<file path="src/rtl/cpu_ctrl_pkg.sv">
// cpu_ctrl_pkg: sequencer states, ALU code map, write-back and PC source encodings
package cpu_ctrl_pkg;
    typedef enum logic [2:0] {FETCH, DECODE, EXECUTE, MEM, WRITEBACK, RETIRE, FAULT} state_t;
    typedef enum logic [2:0] {CL_DP, CL_CMP, CL_B, CL_BL, CL_LDR, CL_STR, CL_NONE} op_class_t;
    localparam int unsigned ALU_ADD = 0;
    localparam int unsigned ALU_CMP = 8;
    localparam int unsigned ALU_TST = 9;
    localparam int unsigned ALU_TEQ = 10;
    localparam int unsigned ALU_CMPI = 13;
    localparam int unsigned ALU_B = 31;
    localparam int unsigned ALU_BL = 32;
    localparam int unsigned ALU_LDR = 41;
    localparam int unsigned ALU_STR = 42;
    localparam logic [1:0] WB_ALU = 2'b00;
    localparam logic [1:0] WB_MEM = 2'b01;
    localparam logic [1:0] WB_LINK = 2'b10;
    localparam logic PC_INC = 1'b0;
    localparam logic PC_BR = 1'b1;
    // Data-processing codes occupy 0-7 plus 11 and 12; the rest of 8-13 only set flags.
    function automatic op_class_t classify(input int unsigned code);
        return code <= ALU_ADD + 7 || code == 11 || code == 12 ? CL_DP :
               code == ALU_CMP || code == ALU_TST || code == ALU_TEQ || code == ALU_CMPI ? CL_CMP :
               code == ALU_B ? CL_B :
               code == ALU_BL ? CL_BL :
               code == ALU_LDR ? CL_LDR :
               code == ALU_STR ? CL_STR : CL_NONE;
    endfunction
endpackage

</file>
<file path="src/rtl/cpu_control_fsm_timer.sv">
// mem_wait_timer: counts stalled handshake cycles and flags the cycle the limit is hit
module mem_wait_timer #(
    parameter int MEM_TIMEOUT = 16
) (
    input  logic clk,
    input  logic rst,
    input  logic clear,
    input  logic count_en,
    input  logic ready,
    output logic timeout
);
    localparam int W = $clog2(MEM_TIMEOUT);
    localparam logic [W-1:0] LAST = W'(MEM_TIMEOUT - 1);
    logic [W-1:0] cnt;
    always_ff @(posedge clk or posedge rst)
        if (rst) cnt <= '0;
        else if (clear) cnt <= '0;
        else if (count_en && !ready) cnt <= cnt + 1'b1;
    // A ready on the limit cycle suppresses the timeout.
    assign timeout = count_en && !ready && cnt == LAST;
endmodule

</file>
<file path="src/rtl/cpu_control_fsm.sv">
// cpu_control_fsm: multi-cycle instruction sequencer driving CPU strobes and memory handshakes
module cpu_control_fsm
    import cpu_ctrl_pkg::*;
#(
    parameter int CODE_W = 11,
    parameter int CNT_W = 32,
    parameter int MEM_TIMEOUT = 16
) (
    input  logic              clk,
    input  logic              rst,
    input  logic [CODE_W-1:0] alu_code,
    input  logic              execute_flag,
    input  logic              cpsr_enable,
    input  logic              halt,
    input  logic              imem_ready,
    input  logic              dmem_ready,
    output logic              imem_req,
    output logic              ir_write,
    output logic              dmem_req,
    output logic              dmem_we,
    output logic              alu_enable,
    output logic              cpsr_write,
    output logic              reg_write,
    output logic [1:0]        wb_sel,
    output logic              link_write,
    output logic              pc_write,
    output logic              pc_src,
    output logic              mem_fault,
    output logic [CNT_W-1:0]  instr_retired
);
    state_t state, next_state;
    logic [CODE_W-1:0] code_q;
    logic flag_q, s_q, timeout;
    op_class_t cls, dec_cls;
    assign dec_cls = execute_flag ? classify(32'(alu_code)) : CL_NONE;
    assign cls = flag_q ? classify(32'(code_q)) : CL_NONE;
    mem_wait_timer #(.MEM_TIMEOUT(MEM_TIMEOUT)) u_timer (
        .clk      (clk),
        .rst      (rst),
        .clear    (state != FETCH && state != MEM),
        .count_en (imem_req || dmem_req),
        .ready    (state == MEM ? dmem_ready : imem_ready),
        .timeout  (timeout)
    );
    always_ff @(posedge clk or posedge rst)
        if (rst) begin
            state <= FETCH;
            code_q <= '0;
            flag_q <= 1'b0;
            s_q <= 1'b0;
            instr_retired <= '0;
        end else begin
            state <= next_state;
            if (state == DECODE) begin
                code_q <= alu_code;
                flag_q <= execute_flag;
                s_q <= cpsr_enable;
            end
            if (pc_write) instr_retired <= instr_retired + 1'b1;
        end
    always_comb begin
        next_state = state;
        case (state)
            FETCH:     next_state = halt ? FETCH : imem_ready ? DECODE : timeout ? FAULT : FETCH;
            DECODE:    next_state = dec_cls == CL_NONE ? RETIRE : EXECUTE;
            EXECUTE:   next_state = cls == CL_DP ? WRITEBACK :
                                    cls == CL_B || cls == CL_BL ? FETCH :
                                    cls == CL_LDR || cls == CL_STR ? MEM : RETIRE;
            MEM:       next_state = dmem_ready ? (cls == CL_LDR ? WRITEBACK : RETIRE) :
                                    timeout ? FAULT : MEM;
            WRITEBACK: next_state = RETIRE;
            RETIRE:    next_state = FETCH;
            default:   next_state = FAULT;
        endcase
    end
    // The fetch request is gated by rst so an abandoned handshake drops immediately.
    always_comb begin
        imem_req = state == FETCH && !halt && !rst;
        ir_write = state == DECODE;
        dmem_req = state == MEM;
        dmem_we = dmem_req && cls == CL_STR;
        alu_enable = state == EXECUTE;
        cpsr_write = alu_enable && (cls == CL_CMP || (cls == CL_DP && s_q));
        link_write = alu_enable && cls == CL_BL;
        reg_write = state == WRITEBACK || link_write;
        wb_sel = link_write ? WB_LINK : state == WRITEBACK && cls == CL_LDR ? WB_MEM : WB_ALU;
        pc_src = alu_enable && (cls == CL_B || cls == CL_BL) ? PC_BR : PC_INC;
        pc_write = state == RETIRE || pc_src == PC_BR;
        mem_fault = state == FAULT;
    end
endmodule

</file>
<file path="config.mk">
export PLATFORM = sky130hd
export DESIGN_NAME = cpu_control_fsm
export DESIGN_NICKNAME = d
export VERILOG_FILES = /design/src/rtl/cpu_ctrl_pkg.sv /design/src/rtl/cpu_control_fsm_timer.sv /design/src/rtl/cpu_control_fsm.sv
export SDC_FILE = /design/constraint.sdc
export NUM_CORES = 1
export LEC_CHECK = 0
export BUFFER_PORTS_ARGS = -buffer_cell sky130_fd_sc_hd__buf_2
export CAP_MARGIN = 5
export CORE_MARGIN = 5
export CORE_UTILIZATION = 59
export CTS_CLUSTER_SIZE = 14
export DETAILED_ROUTE_END_ITERATION = 7
export HOLD_SLACK_MARGIN = 0.03
export PLACE_DENSITY = 0.95
export SYNTH_ARGS = -nofsm -noshare
export SYNTH_HDL_FRONTEND = slang
export SYNTH_HIERARCHICAL = 1
export SYNTH_SLANG_ARGS = --single-unit
</file>
<file path="constraint.sdc">
create_clock -name clk -period 7.2 [get_ports clk]
set_input_delay 0.36 -clock clk [delete_from_list [all_inputs] [get_ports clk]]
set_output_delay 0.36 -clock clk [all_outputs]
set_load 0.005 [all_outputs]
</file>
==> run_results.csv <==
group,metric,value,unit
synthesis,synthArstFlopShare,1.000,
global_route,track_usage,0.2206,
clock_network,cts_sinks,52,
global_route,first_global_vias,2341,
global_route,grt_pass1_wl,11010,µm
final_layout,multiInputGateArea,1499,µm²
synthesis,synth_top_area_cell,"dfrtp_1",
setup_path,crit_type,"reg -> out",
timing,tightest_slew,1.094,ns
global_route,grt_max_degree,49,
power,vdd_drop_max,103.0,µV
setup_path,regToRegStartpoint,"state[1]",
clock_network,clkLatencyLatePin,0.31,ns
route,drt_first_pass_iters,4,
clock_network,cts_tree,"built",
hold_path,hp-class,"in -> reg",
clock_network,numCtsBuffers,5,
placed_design,port_buffers,62,
synthesis,ys_warn_count,6,
timing,slew_viol_final,0,
synthesis,synth_edf_count,0,
synthesis,yosys-top-cells-count,"dfrtp_1, nand2_1, xor2_1",
floorplan,coreArea,4755,µm²
setup_path,worstSetupStartpointType,"flip-flop",
global_route,antenna_found_initial,0,
synthesis,synth.ff_latch_count,52,
floorplan,start_util,0.6089,
route,vias,2389,
floorplan,fp.dieArea,6408,µm²
timing,slew_headroom,0.2682,
setup_path,cp-startpoint,"code_q[10]",
timing,fmax,0.3605,GHz
synthesis,yosysSeqAreaShare,0.4494,
floorplan,die_w,80.05,µm
power,pwr_density_cell,142.5,nW/µm²
placed_design,routabilityCongestion,0.8779,
synthesis,yosys-top-cells-area,"dfrtp_1, xor2_1, mux2_2",
floorplan,rows,25,
route,drt-total-wl,6429,µm
setup_path,timing.critical_path.arrival,2.41,ns
timing,setup-tns-final,0,ns
route,drt_iter0_drc,195,
route,vias_per_cell,5.928,
timing,hold_viol_final,0,
final_layout,syn_to_final_growth,14.91,%
synthesis,synth_top_area_frac,0.4494,
timing,final.min_clock_period,2.774,ns
timing,rsz0062_at_grt,"no",
placed_design,pre_cts_ws,4.679,ns
run_status,status,"completed",
route,drc,0,
final_layout,nets,355,
placed_design,dp_hpwl,4712,µm
synthesis,yosysMostFrequentCell,"dfrtp_1",
clock_network,path_clk_slew,0.09,ns
route,ant_nets,0,
final_layout,num_antenna_cells,0,
synthesis,ys_types,57,
synthesis,synth_area_per_cell,10.53,µm²
power,leakagePower,1.703,nW
synthesis,synthFlopType,"dfrtp_1",
clock_network,cts_buffer_depth,2,
synthesis,synthesis.nets,295,
floorplan,boundaryPins,63,
final_layout,drive_gt1_frac,0.3065,
final_layout,seq_area,1301,µm²
timing,final.period_utilization,0.3853,
clock_network,root_buffer,"clkbuf_8",
setup_path,critPathMaxFanout,22,
final_layout,fill_cells,356,
setup_path,endpoint_kind,"output pin",
timing,setup_slack,4.426,ns
power,finalPower,0.4742,mW
final_layout,fin_area,3327,µm²
placed_design,place_area,3232,µm²
timing,hold_ws,0.2759,ns
timing,fin_skew,0.008240,ns
setup_path,cp.required,6.84,ns
timing,setup_viol,0,
clock_network,htreeDepth,2,
synthesis,synthCells,275,
flow_run,drv_cap,0,
synthesis,synth_area,2895,µm²
route,post_drt_wl_per_cell,15.95,µm
global_route,grt_overflow,0,
clock_network,ctsResizeCount,0,
hold_path,min-delay-start,"cpsr_enable",
floorplan,die_h,80.05,µm
## area by class of cell
| cell class | instances | area share |
|---|---|---|
| Clock buffer | 7 | 0.02294 |
| Clock inverter | 1 | 0.002633 |
| Inverter | 10 | 0.01128 |
| Multi-Input combinational cell | 203 | 0.4505 |
| Sequential cell | 52 | 0.3911 |
| Tap cell | 67 | 0.02520 |
| Timing Repair Buffer | 63 | 0.09628 |
## worst max-delay path, stage by stage (launching register included)
cell     delay (ns)
dfrtp_1        0.39
or3_4          0.39
or3_4          0.40
o31a_4         0.41
inv_1          0.33
buf_2          0.19
## layout by cell type (no fill, tap or decap), types with 6 or more instances in the layout
master,synthesis,layout
nand2_1,19,19
inv_1,10,9
nor4_2,8,8
dfrtp_1,52,52
mux2_2,13,13
nor3_1,10,10
nand4_1,12,12
buf_2,1,62
xor2_1,19,19
nor2_1,16,16
xnor2_1,16,16
o21ai_0,6,6
nand3_1,13,13
## where the power goes
group	switching, mW	internal, mW	leakage, nW
combinational	0.0114	0.00557	0.944
sequential	0	0.292	0.716
clock	0.0958	0.0697	0.0424
## routing by layer
| metal | track usage | vias to the layer above | wire length (µm) | share of wire |
|---|---|---|---|---|
| met5 | 0 | - | 0 | 0 |
| met4 | 0.08277 | 0 | 119 | 0.019 |
| met3 | 0.04372 | 11 | 493 | 0.077 |
| met2 | 0.3560 | 93 | 3080 | 0.48 |
| met1 | 0.2939 | 1161 | 2735 | 0.43 |
| li1 | - | 1124 | - | - |
## sequential cells by signal, summed over array words and instances, names as in the netlist
name	flops
s_q	1
state	3
flag_q	1
code_q	11
u_timer/cnt	4
instr_retired	32
## worst paths after layout
kind                                      to  slack, ns  cells past startpoint
max                                 pc_write       4.43                      5
min in group asynchronous     u_timer/cnt[2]       0.50                      3
min reg2reg                instr_retired[20]       0.49                      1
max reg2reg                         state[1]       4.64                      9
min                                      s_q       0.28                      2
max in group asynchronous         code_q[10]       5.73                      3
## cells by family after synthesis
group,Yosys count,share of synthesized area
flip-flops,52,0.4494
multiplexers,16,0.06137
XOR/XNOR,35,0.1059
AND/OR/NAND/NOR,122,0.2705
buffers and inverters,20,0.03284
AO/OA/AOI/OAI,28,0.07131
adder cells (fa/ha/maj),2,0.008642
## timing repair
action | CTS | global route
hold buffers | 1 | 0
setup endpoints to repair | 0 | 0
endpoints found under the hold margin | 4 | 0
setup buffers | 0 | 0
## per-stage QoR
stage / utilization / std cells
after floorplan: - / 275
after global placement: 0.6797 / 394
after detailed placement: 0.6797 / 394
after CTS: 0.6997 / 403
after global routing: 0.6997 / 403
final: 0.6997 / 403
No activity file was read; power rests on OpenSTA's default activity.
